--- config.mk ---
export PLATFORM = sky130hd
export DESIGN_NAME = cache_mem_arbiter
export DESIGN_NICKNAME = d
export VERILOG_FILES = /design/src/rtl/cache_mem_arbiter.sv
export SDC_FILE = /design/constraint.sdc
export NUM_CORES = 1
export LEC_CHECK = 0
export BUFFER_PORTS_ARGS = -buffer_cell sky130_fd_sc_hd__buf_2
export CORE_AREA = 2 2 119 121
export CTS_CLUSTER_SIZE = 8
export DETAILED_ROUTE_END_ITERATION = 7
export DIE_AREA = 0 0 121 123
export PLACE_DENSITY = 0.43
export SYNTH_ARGS = -nofsm -noshare
export SYNTH_HDL_FRONTEND = slang
export SYNTH_SLANG_ARGS = --single-unit
--- constraint.sdc ---
create_clock -name clk -period 7.8 [get_ports clk]
set_clock_uncertainty 0.15 [all_clocks]
set_input_delay 2.34 -clock clk [delete_from_list [all_inputs] [get_ports clk]]
set_output_delay 2.34 -clock clk [all_outputs]
set_load 0.02 [all_outputs]
--- src/rtl/cache_mem_arbiter.sv ---
// Merges icache/dcache sram-like ports onto one in-order memory bus.
// Optional `ARB_RR_EN selects round-robin arbitration instead of D-first priority.
module cache_mem_arbiter #(
  parameter int OUTSTANDING = 4,
  parameter int ADDR_W      = 32,
  parameter int DATA_W      = 32
) (
  input  logic              clk,
  input  logic              reset,
  input  logic              i_req,
  input  logic              i_wr,
  input  logic [1:0]        i_size,
  input  logic [ADDR_W-1:0] i_addr,
  input  logic [DATA_W-1:0] i_wdata,
  output logic              i_addr_ok,
  output logic              i_data_ok,
  output logic [DATA_W-1:0] i_rdata,
  input  logic              d_req,
  input  logic              d_wr,
  input  logic [1:0]        d_size,
  input  logic [ADDR_W-1:0] d_addr,
  input  logic [DATA_W-1:0] d_wdata,
  output logic              d_addr_ok,
  output logic              d_data_ok,
  output logic [DATA_W-1:0] d_rdata,
  output logic              m_req,
  output logic              m_wr,
  output logic [1:0]        m_size,
  output logic [ADDR_W-1:0] m_addr,
  output logic [DATA_W-1:0] m_wdata,
  input  logic              m_addr_ok,
  input  logic              m_data_ok,
  input  logic [DATA_W-1:0] m_rdata,
  output logic              err
);

  localparam int PW = $clog2(OUTSTANDING);
  localparam int CW = PW + 1;

  // Owner bit per outstanding transaction: 0 = I, 1 = D
  logic [OUTSTANDING-1:0] owner_q;
  logic [PW-1:0]          wptr_q;
  logic [PW-1:0]          rptr_q;
  logic [CW-1:0]          count_q;
  logic                   lock_q;
  logic                   lock_own_q;

  logic gnt_v;
  logic gnt;
  logic full;
  logic empty;
  logic push;
  logic pop;
  logic head;

`ifdef ARB_RR_EN
  // Master preferred on the next contended cycle
  logic rr_q;
`endif

  always_comb begin
    gnt_v = i_req | d_req;
    gnt   = d_req;
    if (lock_q) begin
      gnt_v = 1'b1;
      gnt   = lock_own_q;
    end else if (i_req & d_req) begin
`ifdef ARB_RR_EN
      gnt = rr_q;
`else
      gnt = 1'b1;
`endif
    end
  end

  assign full  = count_q == CW'(OUTSTANDING);
  assign empty = count_q == '0;
  assign head  = owner_q[rptr_q];

  assign m_req   = gnt_v & (gnt ? d_req : i_req) & ~full;
  assign m_wr    = gnt_v & (gnt ? d_wr : i_wr);
  assign m_size  = !gnt_v ? '0 : (gnt ? d_size : i_size);
  assign m_addr  = !gnt_v ? '0 : (gnt ? d_addr : i_addr);
  assign m_wdata = !gnt_v ? '0 : (gnt ? d_wdata : i_wdata);

  assign push = m_req & m_addr_ok;
  assign pop  = m_data_ok & ~empty;

  assign i_addr_ok = push & ~gnt;
  assign d_addr_ok = push & gnt;
  assign i_data_ok = pop & ~head;
  assign d_data_ok = pop & head;
  assign i_rdata   = m_rdata;
  assign d_rdata   = m_rdata;

  always_ff @(posedge clk) begin
    if (reset) begin
      owner_q    <= '0;
      wptr_q     <= '0;
      rptr_q     <= '0;
      count_q    <= '0;
      lock_q     <= 1'b0;
      lock_own_q <= 1'b0;
      err        <= 1'b0;
`ifdef ARB_RR_EN
      rr_q       <= 1'b1;
`endif
    end else begin
      if (push) begin
        owner_q[wptr_q] <= gnt;
        wptr_q          <= wptr_q + 1'b1;
      end
      if (pop)
        rptr_q <= rptr_q + 1'b1;
      count_q <= count_q + CW'(push) - CW'(pop);
      if (push) begin
        lock_q <= 1'b0;
      end else if (m_req) begin
        lock_q     <= 1'b1;
        lock_own_q <= gnt;
      end
      if (m_data_ok & empty)
        err <= 1'b1;
`ifdef ARB_RR_EN
      if (push)
        rr_q <= ~gnt;
`endif
    end
  end

endmodule
Yosys cells after proc, flatten, opt, wreduce, memory -nomap -nowiden
Cells that the tools add are included.
- output and inout bits: 137
- word-level logic and storage cells: 52
- flip-flop bits (word level): 14
- bits of input ports: 172
- add/sub/neg operators: 4
- equal/unequal tests: 1
- bitwise operators: 17
- reductions and logical operators: 4
- mux-type cells: 16
- $lt $le $gt $ge: 3
- operators with widths (operator ; count):
    32-bit 2-to-1 mux ; 4
    1-bit bitwise AND ; 11
    1-bit 2-to-1 mux ; 7
    2-bit by 3-bit < comparator with 1-bit output, second input constant ; 2
    1-bit NOT ; 5
    2-bit by 1-bit adder with 2-bit output, second input constant ; 2
    4-bit bitwise mux ; 1
    2-bit 2-to-1 mux ; 2
    3-bit by 1-bit adder with 3-bit output ; 1
    3-bit equality test, second input constant ; 1
    3-bit zero test ; 1
    3-bit by 1-bit subtractor with 3-bit output ; 1
    1-bit binary-select mux with 2-bit select ; 1
    1-bit demux with 2-bit select ; 1
    2-bit by 1-bit >= comparator with 1-bit output, second input constant ; 1
    2-bit AND reduction ; 1
    2-bit OR reduction ; 1
    1-bit logical AND ; 1
    1-bit OR ; 1

Longest topological paths before layout
- depth after elaboration: 9
- depth in mapped cells: 11
- depth with buffers taken out: 11

Least setup slack after synthesis
No wires, ideal clock.
- kind: in2out
- from: input port d_req
- to: output port i_addr_ok
- stages: 4
- data required time: 5310 ps
- setup slack: 2075 ps
- data arrival time: 3235 ps
- buffers on the path: 2
- cell sequence: mux2_4 buf_2 buf_6 nor2_1
- longest elaborated chain between the ends: 8
- elaborated cells on any way between the ends: 11
- RTL lines (item ; line ; RTL):
    start, declared ; 18 ; input logic d_req,
    1-bit bitwise AND ; 67 ; end else if (i_req & d_req) begin
    1-bit 2-to-1 mux ; 67 ;
    1-bit 2-to-1 mux ; 64 ; if (lock_q) begin
    1-bit 2-to-1 mux ; 80 ; assign m_req = gnt_v & (gnt ? d_req : i_req) & ~full;
    1-bit bitwise AND (2 in series) ; 80 ;
    1-bit bitwise AND ; 86 ; assign push = m_req & m_addr_ok;
    1-bit bitwise AND (*) ; 89 ; assign i_addr_ok = push & ~gnt;
    end, declared ; 15 ; output logic i_addr_ok,
Every way passes the cells marked *; elsewhere a longest branch is shown, timed or not.

Final worst setup path
- from: input port d_req
- to: output port m_wdata[30]
- longest elaborated chain between the ends: 5
- elaborated cells on any way between the ends: 7
- RTL lines (item ; line ; RTL):
    1-bit bitwise AND ; 67 ;
    1-bit 2-to-1 mux ; 67 ;
    1-bit 2-to-1 mux ; 64 ;
    32-bit 2-to-1 mux ; 84 ; assign m_wdata = !gnt_v ? '0 : (gnt ? d_wdata : i_wdata);
    32-bit 2-to-1 mux (*) ; 84 ;
    end, declared ; 30 ; output logic [DATA_W-1:0] m_wdata,
Marks and branches as above.

==> results.py <==
metrics = {
    "outcome": {
        "status": "completed",
    },
    "cells_and_area": {
        "post-route-util": 0.200,
        "areaGrowthSynthToFinish_pct": 43.4,
        "mostFrequentLayoutCells": "212 x buf_2, 67 x a22o_1, 14 x dfxtp_1",
        "drive_above_1_share": 0.606,
        "final_cells": 543,
        "final_common_cell": "buf_2",
        "antenna_cells": 0,
        "nNetsFinal": 544,
    },
    "die": {
        "dieHeight_um": 123,
        "pin_count": 309,
        "coreArea_sq_um": 13600,
        "dieWidth_um": 121,
        "dieArea_sq_um": 14900,
        "rows": 43,
        "start_util": 0.140,
    },
    "detailed_routing": {
        "ant_nets": 0,
        "num_vias": 2203,
        "drt_iter0_drc": 68,
        "avgRoutedWirePerCell_um": 15.9,
        "dr.pass1.iters": 4,
        "drt-total-wl_um": 8620,
        "drcViolationCount": 0,
        "via_per_inst": 4.06,
    },
    "hold_path": {
        "hold_class": "reg2reg",
        "holdPathStages": 2,
        "min_delay_worst_endpoint": "err",
        "min-delay-start": "err",
    },
    "sta": {
        "drv_slew": 0,
        "fin_crit_sh": 0.819,
        "relSlewSlack": 0.484,
        "hold_violations": 0,
        "tightest_slew_ns": 0.774,
        "fmax_mhz": 156,
        "setup_tns_ns": 0,
        "rsz0062_at_grt": "no",
        "finalSetupViolCount": 0,
        "period_needed_ns": 6.39,
    },
    "pwr": {
        "pwr-share-clk": 0.150,
        "power.switching_w": 0.000304,
        "share_comb_of_total_power": 0.681,
        "worst_ir_drop_vdd_mv": 0.103,
        "switching_share": 0.481,
        "intPower_w": 0.000328,
        "pwr-share-seq": 0.169,
        "total_power_w": 0.000632,
        "p_per_area_nw_per_um2": 232,
        "leakage_nw": 1.51,
    },
    "synth": {
        "synth_top_area_cell": "a22o_1",
        "synth_edf_count": 0,
        "synth_fp_nets": 406,
        "yosysTopAreaCellShare": 0.309,
        "synth_xor_area_frac": 0.0230,
        "synthAdderAreaFrac": 0.0500,
        "yosys-top-cells-area": "a22o_1 31%, buf_4 25%, dfxtp_1 15%, ha_1 3.9%, mux2i_1 3.7%",
        "synth-simple-area-share": 0.0875,
        "synth_compound_area_frac": 0.332,
        "netlist_area_sq_um": 1900,
        "seq_area_frac_synth": 0.147,
        "synth.distinct_cells": 29,
        "async_reset_ff_frac": 0,
        "synth_warnings": 0,
        "synth_cells": 227,
        "synth-main-ff-cell": "dfxtp_1",
        "synthMuxAreaShare": 0.0566,
        "synth_seq_cells": 14,
        "avgSynthCellArea_sq_um": 8.38,
        "synth_top_family_by_area": "compound AO/OA/AOI/OAI gates",
    },
    "grt": {
        "grt_pass1_wl_um": 11400,
        "grt.busiest_layer": "met2",
        "grt_max_degree": 71,
        "gr-usage-met3": 0.0221,
        "grtUsageMet2": 0.180,
        "use_met1": 0.118,
        "grt_overflow_total": 0,
        "first_global_vias": 2061,
        "antenna_found_initial": 0,
        "grt_use_total": 0.0994,
    },
    "worst_setup_path": {
        "ff2ff_setup_slack_ns": 5.02,
        "cp-end-kind": "output pin",
        "critical_path_required_ns": 5.31,
        "path_max_fanout": 40,
        "r2r_end": "count_q[2]",
        "worstRegToRegCells": 11,
        "worst-setup-path-type": "in2out",
        "r2r-start": "lock_own_q",
        "crit_arrival_ns": 3.90,
        "crit_path_start_kind": "input pin",
    },
    "cts": {
        "clkLatencyLatePin_ns": 0.24,
        "htreeDepth": 1,
        "clkSlewWorstSetupHoldPaths_ns": 0.05,
        "post-cts-setup-buffers": 0,
        "root_buffer": "clkbuf_16",
        "cts_buffer_depth": 2,
        "cts_buffers": 3,
        "cts-resized-gates": 0,
        "cts_tree": "built",
        "clock-sinks": 14,
        "ctsHoldBuffers": 0,
    },
    "place": {
        "dp_cells": 540,
        "place_congestion": 0.685,
        "port_buffers": 212,
        "hpwl_um": 7180,
    },
    "flow_run": {
        "max_cap_violations": 0,
    },
}
## per-stage QoR
step,cell area (sq um),hold WS [ns],setup WS (ns)
after floorplan,1900,0.299,2.08
after global placement,2650,0.297,1.40
after detailed placement,2650,0.303,1.36
after CTS,2730,0.315,1.36
after global routing,2730,0.351,1.27
final,2730,0.309,1.41
## layout make-up
| type | instances | area [sq um] |
|---|---|---|
| Fill cell | 1540 | 10900 |
| Timing Repair Buffer | 213 | 1070 |
| Multi-Input combinational cell | 127 | 1050 |
| Sequential cell | 14 | 280 |
| Tap cell | 180 | 225 |
| Clock buffer | 3 | 75.1 |
| Inverter | 6 | 22.5 |
## how the worst max path moves through the flow
stage,end,cells past startpoint,start
3_5_place_dp,m_wdata[30],7,d_req
3_3_place_gp,m_size[1],7,d_req
4_1_cts,m_wdata[30],7,d_req
5_1_grt,m_wdata[30],7,d_req
2_1_floorplan,i_addr_ok,4,d_req
6_report,m_wdata[30],7,d_req
## Yosys cell counts (2+ instances only)
master	instances
nor3_1	3
nor2b_1	2
nand2_1	6
buf_2	5
buf_4	64
inv_1	6
and2_1	3
mux2i_1	7
nor2_1	12
xnor2_1	3
clkbuf_1	9
xor2_1	2
ha_1	6
dfxtp_1	14
a22o_1	67
nand2b_1	5
## power by group through the flow
| stage | logic [W] | clock network (W) | registers, W |
|---|---|---|---|
| floorplan | 0.000334 | 0 | 0.000104 |
| global placement | 0.000431 | 0 | 0.000108 |
| detailed placement | 0.000434 | 0 | 0.000108 |
| CTS | 0.000437 | 0.0000978 | 0.000107 |
| global route | 0.000466 | 0.000102 | 0.000110 |
| finish | 0.000430 | 0.0000948 | 0.000107 |
## routing by layer
layer,vias to the layer above,part of all wire
met2,131,0.51
met3,21,0.083
met4,0,0.018
met5,-,0
li1,1032,-
met1,1019,0.39
## cells by family (layout without fill, tap and decap cells)
kind of cell / Yosys count / count (layout)
AOI/OAI and AO/OA: 72 / 72
xor gates and xnor gates: 5 / 5
adders and majority gates: 7 / 7
buffers and inverters: 86 / 222
DFF: 14 / 14
muxes: 9 / 9
and+or+nand+nor: 34 / 34
## worst max-delay path: stages
cell and delay [ns]:
buf_2 0.12, nor2_1 0.09, nand2_1 0.09, o21ai_4 0.29, buf_4 0.50, a22o_1 0.23
buf_2 0.19
## registers in the layout, indices dropped and copies added (netlist names)
| signal | flops |
|---|---|
| wptr_q | 2 |
| count_q | 3 |
| lock_q | 1 |
| lock_own_q | 1 |
| owner_q | 4 |
| rptr_q | 2 |
| err | 1 |
Note: power is estimated with default switching activity, not from simulation.
